==> src/rtl/ribm_pkg.sv <==
// Shared types and constants for the RiBM key-equation-solver front end.
package ribm_pkg;

   localparam int unsigned T    = 11;
   localparam int unsigned W    = 10;
   localparam int unsigned TAGW = 8;
   localparam int unsigned CNTW = 16;
   localparam int unsigned NSYN = 2 * T + 1;
   localparam int unsigned DEGW = $clog2(T + 1);

   localparam logic [W-1:0] GF_ZERO = '0;
   localparam logic [W-1:0] GF_ONE  = W'(1);

   typedef logic [NSYN-1:0][W-1:0] syn_vec_t;
   typedef logic [T:0][W-1:0]      sigma_vec_t;
   typedef logic [T-1:0][W-1:0]    v_vec_t;

   typedef struct packed {
      syn_vec_t        syn;
      logic [TAGW-1:0] tag;
      logic            zero;
   } syn_entry_t;

   typedef enum logic [1:0] {
      ST_IDLE,
      ST_RUN,
      ST_HOLD
   } kes_state_e;

   // Index of the highest nonzero coefficient; 0 when sigma is all zero.
   function automatic logic [DEGW-1:0] sigma_deg(input sigma_vec_t s);
      sigma_deg = '0;
      for (int unsigned i = 0; i <= T; i++) begin
         if (s[i] != GF_ZERO) sigma_deg = DEGW'(i);
      end
   endfunction

endpackage

==> src/rtl/ribm_syn_fifo.sv <==
// Two-entry syndrome/tag buffer; the zero flag is computed once on push.
module ribm_syn_fifo
   import ribm_pkg::*;
(
   input  logic            clk_i,
   input  logic            rst_ni,
   input  logic            i_push,
   input  syn_vec_t        i_syn,
   input  logic [TAGW-1:0] i_tag,
   input  logic            i_pop,
   output syn_entry_t      o_head,
   output logic            o_full,
   output logic            o_empty
);

   syn_entry_t r_mem [2];
   logic       r_wptr;
   logic       r_rptr;
   logic [1:0] r_cnt;
   logic       w_push;
   logic       w_pop;
   logic       w_zero;

   // s[0] does not take part in the zero test.
   assign w_zero = ~|i_syn[NSYN-1:1];
   assign w_push = i_push && !o_full;
   assign w_pop  = i_pop && !o_empty;

   always_ff @(posedge clk_i or negedge rst_ni) begin
      if (!rst_ni) begin
         r_mem[0] <= '0;
         r_mem[1] <= '0;
         r_wptr   <= 1'b0;
         r_rptr   <= 1'b0;
         r_cnt    <= 2'd0;
      end else begin
         if (w_push) begin
            r_mem[r_wptr] <= '{syn: i_syn, tag: i_tag, zero: w_zero};
            r_wptr        <= ~r_wptr;
         end
         if (w_pop) r_rptr <= ~r_rptr;
         r_cnt <= r_cnt + 2'(w_push) - 2'(w_pop);
      end
   end

   assign o_head  = r_mem[r_rptr];
   assign o_full  = (r_cnt == 2'd2);
   assign o_empty = (r_cnt == 2'd0);

endmodule

==> src/rtl/ribm_kes_scheduler.sv <==
// Sequences buffered syndromes through one RiBM solver, bypassing zero syndromes,
// and returns results in order through a single registered output slot.
module ribm_kes_scheduler
   import ribm_pkg::*;
(
   input  logic            clk_i,
   input  logic            rst_ni,
   input  logic            s_valid_i,
   output logic            s_ready_o,
   input  syn_vec_t        s_syn_i,
   input  logic [TAGW-1:0] s_tag_i,
   output logic            kes_start_o,
   output logic            kes_syn_valid_o,
   output syn_vec_t        kes_syn_o,
   input  logic            kes_busy_i,
   input  logic            kes_done_i,
   input  sigma_vec_t      kes_sigma_i,
   input  v_vec_t          kes_v_i,
   output logic            m_valid_o,
   input  logic            m_ready_i,
   output sigma_vec_t      m_sigma_o,
   output v_vec_t          m_v_o,
   output logic [DEGW-1:0] m_deg_o,
   output logic [TAGW-1:0] m_tag_o,
   output logic            m_bypass_o,
   output logic [CNTW-1:0] cnt_solved_o,
   output logic [CNTW-1:0] cnt_bypass_o
);

   kes_state_e      r_state, w_state_nxt;
   syn_entry_t      w_head;
   logic            w_full, w_empty, w_push, w_pop;
   logic            w_out_free, w_load, w_load_byp, w_launch;
   sigma_vec_t      w_ld_sigma;
   v_vec_t          w_ld_v;
   logic [TAGW-1:0] w_ld_tag;
   logic [TAGW-1:0] r_tag_fly;

   logic            r_valid, r_bypass;
   sigma_vec_t      r_sigma;
   v_vec_t          r_v;
   logic [DEGW-1:0] r_deg;
   logic [TAGW-1:0] r_tag;
   logic [CNTW-1:0] r_cnt_solved, r_cnt_bypass;

   assign w_push = s_valid_i && !w_full;

   ribm_syn_fifo u_fifo (
      .clk_i   (clk_i),
      .rst_ni  (rst_ni),
      .i_push  (w_push),
      .i_syn   (s_syn_i),
      .i_tag   (s_tag_i),
      .i_pop   (w_pop),
      .o_head  (w_head),
      .o_full  (w_full),
      .o_empty (w_empty)
   );

   assign w_out_free = !r_valid || m_ready_i;

   always_ff @(posedge clk_i or negedge rst_ni) begin
      if (!rst_ni) r_state <= ST_IDLE;
      else         r_state <= w_state_nxt;
   end

   // Launch/bypass/capture decisions; the solver holds its outputs while in HOLD.
   always_comb begin
      w_state_nxt = r_state;
      w_pop       = 1'b0;
      w_load      = 1'b0;
      w_load_byp  = 1'b0;
      w_launch    = 1'b0;
      unique case (r_state)
         ST_IDLE: begin
            if (!w_empty) begin
               if (w_head.zero) begin
                  if (w_out_free) begin
                     w_load     = 1'b1;
                     w_load_byp = 1'b1;
                     w_pop      = 1'b1;
                  end
               end else if (!kes_busy_i) begin
                  w_launch    = 1'b1;
                  w_pop       = 1'b1;
                  w_state_nxt = ST_RUN;
               end
            end
         end
         ST_RUN: begin
            if (kes_done_i) begin
               if (w_out_free) begin
                  w_load      = 1'b1;
                  w_state_nxt = ST_IDLE;
               end else begin
                  w_state_nxt = ST_HOLD;
               end
            end
         end
         ST_HOLD: begin
            if (w_out_free) begin
               w_load      = 1'b1;
               w_state_nxt = ST_IDLE;
            end
         end
         default: w_state_nxt = ST_IDLE;
      endcase
   end

   always_comb begin
      w_ld_sigma = kes_sigma_i;
      w_ld_v     = kes_v_i;
      w_ld_tag   = r_tag_fly;
      if (w_load_byp) begin
         w_ld_sigma    = '0;
         w_ld_sigma[0] = GF_ONE;
         w_ld_v        = '0;
         w_ld_tag      = w_head.tag;
      end
   end

   always_ff @(posedge clk_i or negedge rst_ni) begin
      if (!rst_ni) begin
         r_tag_fly    <= '0;
         r_valid      <= 1'b0;
         r_sigma      <= '0;
         r_v          <= '0;
         r_deg        <= '0;
         r_tag        <= '0;
         r_bypass     <= 1'b0;
         r_cnt_solved <= '0;
         r_cnt_bypass <= '0;
      end else begin
         if (w_launch) begin
            r_tag_fly    <= w_head.tag;
            r_cnt_solved <= r_cnt_solved + CNTW'(1);
         end
         if (w_load_byp) r_cnt_bypass <= r_cnt_bypass + CNTW'(1);
         if (w_load) begin
            r_valid  <= 1'b1;
            r_sigma  <= w_ld_sigma;
            r_v      <= w_ld_v;
            r_deg    <= sigma_deg(w_ld_sigma);
            r_tag    <= w_ld_tag;
            r_bypass <= w_load_byp;
         end else if (m_ready_i) begin
            r_valid <= 1'b0;
         end
      end
   end

   assign s_ready_o       = !w_full;
   assign kes_start_o     = w_launch;
   assign kes_syn_valid_o = w_launch;
   assign kes_syn_o       = w_head.syn;
   assign m_valid_o       = r_valid;
   assign m_sigma_o       = r_sigma;
   assign m_v_o           = r_v;
   assign m_deg_o         = r_deg;
   assign m_tag_o         = r_tag;
   assign m_bypass_o      = r_bypass;
   assign cnt_solved_o    = r_cnt_solved;
   assign cnt_bypass_o    = r_cnt_bypass;

endmodule

==> config.mk <==
export PLATFORM = sky130hd
export DESIGN_NAME = ribm_kes_scheduler
export DESIGN_NICKNAME = d
export VERILOG_FILES = /design/src/rtl/ribm_pkg.sv /design/src/rtl/ribm_syn_fifo.sv /design/src/rtl/ribm_kes_scheduler.sv
export SDC_FILE = /design/constraint.sdc
export NUM_CORES = 1
export LEC_CHECK = 0
export ABC_AREA = 1
export BUFFER_PORTS_ARGS = -buffer_cell sky130_fd_sc_hd__buf_2
export CAP_MARGIN = 5
export CORE_AREA = 2 2 388 390
export DETAILED_ROUTE_END_ITERATION = 8
export DIE_AREA = 0 0 390 392
export GPL_ROUTABILITY_DRIVEN = 1
export PLACE_DENSITY = 0.39
export SLEW_MARGIN = 20
export SYNTH_ARGS = -nofsm -noshare
export SYNTH_HDL_FRONTEND = slang
export SYNTH_SLANG_ARGS = --single-unit
==> constraint.sdc <==
create_clock -name clk_i -period 3 [get_ports clk_i]
set_input_delay 0.45 -clock clk_i [delete_from_list [all_inputs] [get_ports clk_i]]
set_output_delay 0.45 -clock clk_i [all_outputs]
set_load 0.05 [all_outputs]
After elaboration in Yosys (flattened, before gate mapping)
Index checks and enable logic that the tools add are counted.
{"block": "totals", "inputBits": 474, "word_cells": 170, "output_inout_bits": 509, "reg_bits": 768}
{"block": "op_classes", "addsub": 4, "reduce_logical": 25, "eq_ne": 8, "bitwise_logic": 4, "magnitude_cmp": 3, "muxes": 42}
{"cell": "$mux 239", "count": 4}
{"cell": "$bwmux 478", "count": 1}
{"cell": "$demux 239 s1", "count": 1}
{"cell": "$reduce_or 220->1", "count": 1}
{"cell": "$mux 120", "count": 1}
{"cell": "$mux 110", "count": 1}
{"cell": "$reduce_bool 10->1", "count": 11}
{"cell": "$mux 4", "count": 10}
{"cell": "$add 16x1->16 const B", "count": 2}
{"cell": "$mux 1", "count": 15}
{"cell": "$mux 2", "count": 6}
{"cell": "$ne 2x2->1 const B", "count": 5}
{"cell": "$mux 8", "count": 1}
{"cell": "$pmux 2 s3", "count": 1}
{"cell": "$reduce_and 5->1", "count": 1}
{"cell": "$eq 2x2->1 const B", "count": 2}
{"cell": "$ge 2x2->1 const B", "count": 2}
{"cell": "$logic_and 1x1->1", "count": 4}
{"cell": "$logic_not 1->1", "count": 4}
{"cell": "$logic_not 2->1", "count": 2}
{"cell": "$not 1->2", "count": 2}
{"cell": "$pmux 1 s3", "count": 1}
{"cell": "$add 2x1->2", "count": 1}
{"cell": "$eq 2x1->1 const B", "count": 1}
{"cell": "5 further kinds", "count": 6}

Logic depth before layout (Yosys ltp)
Gate-level depths: netlist (run 1).
{"block": "logic_depth", "depth_word": 20, "depth_mapped": 20, "depth_no_buf": 18}

Modules after synthesis
From an unflattened synthesis (run 1), not the netlist that was laid out.
{"block": "hier_totals", "hier_cells": 4095, "area_unflattened_um2": 33823.7}
{"mod": "ribm_syn_fifo", "seq_area_each_um2": 12061.6, "cells_each": 2770, "instances": 1, "area_each_um2": 21881.0}
{"mod": "ribm_kes_scheduler", "seq_area_each_um2": 7156.9, "cells_each": 1325, "instances": 1, "area_each_um2": 11942.7}

Least setup slack after synthesis (run 1)
OpenSTA, ideal clock, no wires.
{"block": "synth_path", "kind": "reg-to-output", "start": "register u_fifo.r_rptr", "end": "output port kes_syn_valid_o", "arrival_time_ns": 2.116, "n_path_buf": 3, "t_required_ns": 2.550, "setup_slack_ns": 0.434, "path_stages_with_launch": 8, "cell_sequence": "dfrtp_1 -> buf_4 -> nand2_1 -> nand2_1 -> or2_1 -> nor3_4 -> clkbuf_1 -> buf_4"}
{"block": "synth_between", "elab_chain_cells": 7}
{"element": "start: declaration", "line_no": "ribm_syn_fifo.sv:18", "rtl": "logic r_rptr;"}
{"element": "start signal: assignment", "line_no": "ribm_syn_fifo.sv:41", "rtl": "if (w_pop) r_rptr <= ~r_rptr;"}
{"element": "$not 1->2 (implied by the code)", "line_no": "ribm_syn_fifo.sv:46", "rtl": "assign o_head = r_mem[r_rptr];"}
{"element": "$mux 239 (implied by the code) (3 in a row)", "line_no": "ribm_syn_fifo.sv:46"}
{"element": "$mux 1", "line_no": "ribm_kes_scheduler.sv:77", "rtl": "if (w_head.zero) begin"}
{"element": "$mux 1", "line_no": "ribm_kes_scheduler.sv:76", "rtl": "if (!w_empty) begin"}
{"element": "$mux 1", "line_no": "ribm_kes_scheduler.sv:74", "rtl": "unique case (r_state)"}
{"element": "end: declaration", "line_no": "ribm_kes_scheduler.sv:13", "rtl": "output logic kes_syn_valid_o,"}
Every way passes these cells. The select of a mux whose other input is x is not followed.

==> impl_results.md, run 1 <==
- Synth Net Count: about 4,700
- DR vias/cell: ~4.2
- Final net count: approximately 5,700
- Crit-path cells: buf_12 > nand2_1 > nand2_1 > buf_2
- CP top delay family: buffers and inverters
- # rows: roughly 140
- Final RePlAce weighted congestion: between 0.8 and 0.9
- WHS Path Cells: 3
- Most used cell, CP: nand2_1
- Power Total: 63,200 uW
- Worst R2R End: m_deg_o[1]
- Final Max Slew Viols: 0
- Final hold violations: 0
- Die X: just under 400 um
- Setup_tns: 0 ps
- Lkg Pwr: 0.0254 uW
- WP data required: 2550 ps
- Crit Path Category: flip-flop to primary output
- CP max stage cell: dfrtp_4
- Synth area leader: dfrtp_1
- Total CTS buffers: between 90 and 100
- Max Cap Viol: 0
- Post-synth top area share: between 50% and 60%
- Max Clk Rate: 0.346 GHz
- Clk root buf: clkbuf_16
- Clock Tree Buf Depth: 3
- Final Worst Setup Slack: 109 ps
- Register bit total from synthesis: 768
- Worst Hold Launch: kes_sigma_i[40]
- Synth top area cells: dfrtp_1, nand2_1, o21ai_0
- Sw power: 32,000 uW
- Mapped Area: 34,700 um2
- GRT Overall Usage: 18.0%
- Worst-margin pin slew: ~1100 ps
- Die Area: 153,000 um2
- RSZ-0062 raised after global routing: yes
- CTS clock-pin slew for the worst setup and hold paths: 50 ps
- CTS tree: done
- Vias in the first global route: 30,700
- Worst path arrival time: 2440 ps
- Slew headroom: 26.4%
- Netlist cell types: 33
- Worst hold path class: input pin to flip-flop
- Critical path capture point type: primary output
- Wire length of the first global-routing pass: ~210,000 um
- Clk sinks: 768
- Power density cells: 1320 nW/um2
- Sw Share: 50.6%
- Hold endpoint: m_sigma_o[40]
- R2R depth: 14
- CP Max Fanout: between 100 and 150
- Fin crit period: 2890 ps
- Syn Area/Cell: a little over 8 um2
- Initial antenna violation count: 30
- Total gr overflow: 0
- Routed len/inst: slightly below 20 um
- Ratio of cells with drive above 1 in the final layout: about a quarter
- Initial DRT Pass Iterations: 5
- Worst Setup SP: u_fifo.r_rptr
- Combinational share of power: 52.4%
- Area growth syn-to-layout: 38.6%
- Cell-internal power: 31,200 uW
- I/O pin total: 983
- Pre-CTS setup slack: -73.7 ps
- Antenna-violating nets left: 0
- Mapped Cells: 4,220
- Largest net degree at the start of global routing: 122
- Drt total wl: 143,000 um
- R2R Path Start: u_fifo.r_rptr
- Clk pwr share: roughly a fifth
- Hpwl dp: 103,000 um
- Flop2flop setup slack: 350 ps
- Starting density of the core: 23.3%
- Total core area: 149,000 um2
- Max VDD drop: 0.000840 V
- Commonest cells after routing, fill and taps aside: nand2_1, buf_2, dfrtp_1
- WP buf/inv: 2
- Final core utilization: 32.3%
- Initial DRC Count: 1,947
- Die Ht: 392 um
- CP max stage delay: 480 ps
- Register area share after synthesis: 55.4%
- Setup crit start kind: flip-flop
- DR DRC count: 0
- Synth warnings: 0
- Worst skew pair latency: roughly 700 ps
- Sequential Power Share: roughly 28%
- Tcrit/Tclk final: 96.4%
- Placed Area: slightly above 40,000 um2
- H-tree levels: 3
- Commonest non-fill, non-tap cell in the layout: nand2_1
- Vias: 30,900
- Design area: 48,000 um2
- Final setup fails: 0
- Port Buf Inserts: 982
- Status: completed
- Clock skew: 36.4 ps
-- stage by stage --
step | cells | hold slack [ps]
finish | 7263 | 69.0
global route | 7255 | 14.8
CTS | 7253 | 0.226
detailed placement | 6780 | 458
global placement | 6780 | 455
floorplan | 4220 | 154
-- area by class of cell --
type	instances	area (um2)
inverter	300	1130
timing repair buffer	1381	10100
clock buffer	149	2920
fill	16000	101000
antenna	10	25.0
multi-input combinational	2678	11700
tap	1944	2430
sequential	768	19200
clock inverter	33	509
-- routing by layer --
metal	global-route usage, %	up-vias	share of wire, %
met4	6.57	36	3.8
met3	5.36	231	6.9
met5	0	-	0.16
met2	30.4	842	48
li1	-	15100	-
met1	21.7	14700	41
-- worst max-delay path by stage --
| stage | to | depth (start not counted) |
|---|---|---|
| global placement | u_fifo.r_mem[239] | 10 |
| floorplan | kes_syn_valid_o | 7 |
| global route | kes_syn_o[157] | 4 |
| CTS | kes_syn_valid_o | 6 |
| detailed placement | u_fifo.r_mem[0] | 10 |
| finish | kes_syn_o[137] | 4 |
-- power by group through the flow --
| stage | Sequential [uW] | Combinational (uW) | Clock (uW) |
|---|---|---|---|
| 3_3_place_gp | 17700 | 33000 | 0 |
| 6_report | 17600 | 33100 | 12400 |
| 3_5_place_dp | 17800 | 33100 | 0 |
| 4_1_cts | 17600 | 33700 | 12900 |
| 2_1_floorplan | 22800 | 18900 | 0 |
| 5_1_grt | 18200 | 35600 | 13200 |
-- Yosys cell counts, drive strengths merged --
cell type,n
nor2,53
nor3b,3
or2,2
nor3,10
inv,300
nor4,41
nand4,37
o31ai,35
a41oi,7
and2,4
xor2,17
dfrtp,768
nand3,18
o21ai,680
clkbuf,206
a21oi,5
xnor2,15
ha,4
nand2,1738
a22o,1
a31oi,8
buf,268
-- what timing repair did --
| action | CTS | global route |
|---|---|---|
| buffers inserted | 2 | 1 |
| hold buffers | 288 | 0 |
| hold endpoints to repair | 421 | 0 |
| cloned | 1 | 0 |
| setup endpoints to repair | 25 | 24 |
| resized for setup | 7 | 19 |
| pin swaps | 0 | 1 |
-- cells by family (layout without fill, tap and decap cells) --
logic type	count (synthesis)	after routing	share of synthesized area, %
AOI/OAI and AO/OA	736	736	11.0
adders and majority gates	4	4	0.144
xor gates and xnor gates	32	32	0.809
buffers and inverters	774	1863	10.9
and+or+nand+nor	1906	1906	21.7
other	0	10	0
DFF	768	768	55.4
-- worst min-delay path, delay by kind of cell --
kind	cells	cell delay (ps)
simple gates	1	60
buf+inv	1	130
compound gates	1	70
-- sequential cells by signal (all words and copies together) (netlist names) --
signal,cells
cnt_bypass_o,16
cnt_solved_o,16
m_bypass_o,1
m_deg_o,4
m_sigma_o,120
m_tag_o,8
m_v_o,110
m_valid_o,1
r_state,2
r_tag_fly,8
u_fifo.r_cnt,2
u_fifo.r_mem,478
u_fifo.r_rptr,1
u_fifo.r_wptr,1
Note: power is estimated with default switching activity, not from simulation.
==> run 2: changes to the inputs <==
Settings changed: HOLD_SLACK_MARGIN from default to 0.1.
==> run 2 against run 1 <==
Against the previous run: via count is 2.4% higher; highest routed layer unchanged; critical endpoint unchanged; design area is 3.6% higher; non-clock buffer count is 176 higher; clock skew is 1.8 ps lower; sequential share of layout area is 1.4 points lower.
==> impl_results.md, run 2 (same netlist as run 1, synthesis figures left out) <==
- Total core area: 149,000 um2
- Metal-1 WL: between 50,000 and 60,000 um
- CP max stage delay: between 400 and 500 ps
- Crit-path cells: buf_12 > nand2_1 > nand2_1 > buf_2
- Final Worst Setup Slack: 86.8 ps
- Clk sinks: approximately 770
- Most used cell, CP: nand2_1
- Hpwl dp: approximately 100,000 um
- Clock Tree Buf Depth: 3
- R2R depth: 14
- WP buf/inv: 2
- CTS clock-pin slew for the worst setup and hold paths: 60 ps
- DR vias/cell: 4.25
- Final net count: 5,880
- Met2 Wirelength: 70,000 um
- Max Clk Rate: 0.343 GHz
- Crit Path Category: flip-flop to primary output
- Vias: 31,600
- Final hold violations: 0
- Die Area: 153,000 um2
- Biggest register: u_fifo.r_mem
- Initial DRC Count: between 1,500 and 2,000
- Placed Area: a little over 40,000 um2
- Fin crit period: 2910 ps
- Routed wl met3: roughly 9600 um
- CTS tree: done
- Critical path capture point type: primary output
- WHS Path Cells: 3
- Initial antenna violation count: 14
- Drt total wl: 144,000 um
- Slew headroom: a little over a quarter
- Lkg Pwr: 0.0261 uW
- Design area: 49,800 um2
- Die X: 390 um
- Clock skew: around 35 ps
- Antenna-violating nets left: 0
- Initial DRT Pass Iterations: 5
- Wire length of the first global-routing pass: 211,000 um
- DR DRC count: 0
- Pre-CTS setup slack: -73.7 ps
- Max Cap Viol: 0
- Levels on crit path: 4
- Worst skew pair latency: 690 ps
- Commonest cells after routing, fill and taps aside: nand2_1, buf_2, dfrtp_1
- Worst path arrival time: 2460 ps
- # rows: 142
- Vias in the first global route: 31,600
- Die Ht: 392 um
- RSZ-0062 raised after global routing: yes
- Status: completed
- Final Max Slew Viols: 0
- Starting density of the core: 23.3%
- Area growth syn-to-layout: 43.7%
- Worst hold path class: input pin to flip-flop
- Setup crit start kind: flip-flop
- Commonest non-fill, non-tap cell in the layout: nand2_1
- GRT Overall Usage: a little under a fifth
- Final RePlAce weighted congestion: between 0.8 and 0.9
- Total CTS buffers: slightly below 100
- Ratio of cells with drive above 1 in the final layout: between 20% and 30%
- H-tree levels: 3
- Highest metal used: met5
- Final setup fails: 0
- Max reg flops: 478
- CP top delay family: buffers and inverters
- CP max stage cell: dfrtp_4
- Tcrit/Tclk final: 97.1%
- Worst-margin pin slew: 1090 ps
- Clk root buf: clkbuf_16
- Port Buf Inserts: 982
- Max VDD drop: 0.000840 V
- I/O pin total: 983
- Power density cells: 1270 nW/um2
- Total gr overflow: 0
- Largest net degree at the start of global routing: around 120
- WP data required: 2550 ps
- Routed len/inst: 19.4 um
- CP Max Fanout: 118
## run 2: cell types whose count changed in the layout (fill, tap and decap cells not counted)
cell	previous run	this run
diode_2	10	4
dlygate4sd3_1	288	464
## run 2: stage by stage
step	hold slack, ps	power, uW	cells	TNS (ps)	utilization, %
5_1_grt	138	67200	7432	-104	33.4
3_3_place_gp	455	50700	6780	-286	27.9
6_report	185	63400	7433	0	33.4
2_1_floorplan	154	41800	4220	0	-
4_1_cts	100	64300	7429	-64.2	33.4
3_5_place_dp	458	50800	6780	-139	27.9
## run 2: timing repair
action / in CTS / in global routing
pin swaps: 0 / 1
setup endpoints to repair: 25 / 25
setup buffers: 2 / 1
cloned: 1 / 0
resized for setup: 7 / 19
hold buffers: 464 / 0
endpoints found under the hold margin: 723 / 0
## run 2: routing by layer
| metal | vias to the layer above | track usage [%] |
|---|---|---|
| met4 | 14 | 6.54 |
| met3 | 215 | 4.85 |
| met1 | 15100 | 22.2 |
| met5 | - | 0 |
| li1 | 15400 | - |
| met2 | 904 | 30.9 |
## run 2: final timing paths
path | start | slack, ps | end
min in group asynchronous | rst_ni | 330 | u_fifo.r_mem[81]
hold reg to reg | r_tag_fly[4] | 470 | r_tag_fly[4]
max in group asynchronous | rst_ni | 1700 | u_fifo.r_mem[434]
setup reg to reg | u_fifo.r_rptr | 340 | m_deg_o[1]
hold / removal | s_syn_i[99] | 180 | u_fifo.r_mem[108]
setup / recovery | u_fifo.r_rptr | 90 | kes_syn_o[137]
## run 2: area by class of cell
cell class                      instances  area (um2)
Antenna cell                            4        10.0
Clock buffer                          149        2920
Clock inverter                         33         509
Fill cell                           15800       99100
Inverter                              300        1130
Multi-Input combinational cell       2678       11700
Sequential cell                       768       19200
Tap cell                             1944        2430
Timing Repair Buffer                 1557       11900
## run 2: report_power, final
group / switching [uW] / internal [uW] / leakage [uW]
clock: 4980 / 7450 / 0.00169
combinational: 24600 / 8800 / 0.0149
sequential: 2550 / 15100 / 0.00954
## run 2: tightest hold or removal path: cells and delay by family
family | cells | cell delay, ps
buffers and inverters | 2 | 190
AO/OA/AOI/OAI | 1 | 180
==> run 3: changes to the inputs <==
Settings changed: BUFFER_PORTS_ARGS -buffer_cell sky130_fd_sc_hd__buf_2 to -buffer_cell sky130_fd_sc_hd__clkbuf_2.
==> run 3 against run 2 <==
Against the previous run: clock power hardly changed; maximum frequency rose by 1.3%; die area did not move; flip-flop and latch count is the same; via count fell by 0.31%; sequential power is essentially flat; power up 3.2%; worst setup slack better by 38 ps; combinational power up 6.3%; largest power group unchanged.
==> impl_results.md, run 3 (same netlist as run 1, synthesis figures left out) <==
- Fin crit period: about 2900 ps
- Final core utilization: 33.9%
- DR DRC count: 0
- Port Buf Inserts: 982
- Die Area: 153,000 um2
- Commonest cells after routing, fill and taps aside: nand2_1, clkbuf_2, dfrtp_1
- Final setup fails: 0
- Final Worst Setup Slack: 125 ps
- Clock Tree Buf Depth: 3
- Max Clk Rate: about 0.35 GHz
- Crit Path Category: flip-flop to primary output
- CP max stage delay: 520 ps
- I/O pin total: 983
- Hpwl dp: 104,000 um
- Pre-CTS setup slack: 143 ps
- Worst hold path class: input pin to flip-flop
- # rows: 142
- WP data required: ~2600 ps
- Commonest non-fill, non-tap cell in the layout: nand2_1
- Max reg flops: ~480
- Clk root buf: clkbuf_16
- Initial DRT Pass Iterations: 6
- Final net count: ~6,000
- Antenna-violating nets left: 0
- Critical path capture point type: primary output
- Total CTS buffers: just under 100
- Status: completed
- Starting density of the core: 23.3%
- GRT Overall Usage: 18.5%
- Total gr overflow: 0
- Max Cap Viol: 0
- Initial antenna violation count: 9
- CP Max Fanout: 48
- Final Max Slew Viols: 0
- Die Ht: roughly 390 um
- Placed Cells: between 6,000 and 7,000
- Tcrit/Tclk final: between 90% and 100%
- Clock skew: 32.3 ps
- Crit-path cells: inv_8 > buf_16 > buf_16 > nand2_1 > nand2_1 > buf_2
- DR vias/cell: about 4.3
- CTS tree: done
- CTS clock-pin slew for the worst setup and hold paths: 60 ps
- Setup crit start kind: flip-flop
- Worst-margin pin slew: roughly 850 ps
- Largest net degree at the start of global routing: 165
- Worst path arrival time: 2430 ps
- H-tree levels: 3
- Lkg Pwr: 0.0264 uW
- Ratio of cells with drive above 1 in the final layout: ~23%
- Final hold violations: 0
- Final RePlAce weighted congestion: 0.832
- Die X: around 390 um
- Worst skew pair latency: between 700 and 800 ps
- Routed len/inst: 19.6 um
- Biggest register: u_fifo.r_mem
- Vias in the first global route: 32,000
- Drt total wl: about 150,000 um
- Vias: 31,500
- Wire length of the first global-routing pass: 213,000 um
- Slew headroom: 42.9%
- Initial DRC Count: around 1,800
- Power density cells: 1300 nW/um2
- Total core area: 149,000 um2
- CP max stage cell: dfrtp_4
- RSZ-0062 raised after global routing: yes
- Max VDD drop: ~0.00069 V
- Final std cells w/o fill: ~7,400
- Clk sinks: 768
- Area growth syn-to-layout: 45.7%
==> run 3: what timing repair did <==
action,in CTS,in global routing
gates resized for setup,19,14
hold buffers,458,0
cloned,3,0
pin swaps,0,1
buffers inserted,0,1
setup endpoints to repair,177,15
endpoints found under the hold margin,785,0
==> run 3: stage by stage <==
step / total power, uW / setup TNS, ps / hold slack (ps) / area, um2
detailed placement: 52900 / 0 / 433 / 42400
floorplan: 41800 / 0 / 154 / 34700
global route: 69400 / -3.18 / 102 / 50500
finish: 65500 / 0 / 156 / 50500
CTS: 66400 / 0 / 104 / 50500
global placement: 52800 / 0 / 433 / 42400
==> run 3: final timing paths <==
path	from	endpoint	slack, ps	cells after the start
max in group asynchronous	rst_ni	u_fifo.r_rptr	1680	3
min in group asynchronous	rst_ni	u_fifo.r_mem[62]	280	2
setup / recovery	u_fifo.r_rptr	kes_syn_o[20]	120	6
hold / removal	kes_sigma_i[55]	m_sigma_o[55]	160	3
setup reg to reg	r_state[0]	m_deg_o[1]	450	14
hold reg to reg	cnt_bypass_o[15]	cnt_bypass_o[15]	470	1
==> run 3: layer usage <==
layer / track usage (%) / up-vias / part of all wire (%)
li1: - / 15400 / -
met1: 22.5 / 15000 / 41
met2: 31.5 / 920 / 49
met3: 4.41 / 194 / 6.5
met4: 7.22 / 8 / 3.7
met5: 0 / - / 0.034
==> run 3: final cells by class <==
class,count,area (um2)
diodes,4,10.0
inverters,300,1130
multi-input cells,2678,11700
clock inverters,28,390
flip-flops and latches,768,19200
clock buffers,152,2970
repair buffers,1539,12700
fillers,15700,98400
well taps,1944,2430
==> run 3: power breakdown <==
group          internal, uW  switching, uW
registers             15100           2670
logic                 10500          25100
clock network          7250           4940
==> run 3: critical path: cells and delay by family, from the launching register on <==
| family | cells | cell delay [ps] |
|---|---|---|
| buffers and inverters | 4 | 860 |
| flip-flops | 1 | 520 |
| AND/OR/NAND/NOR | 2 | 230 |
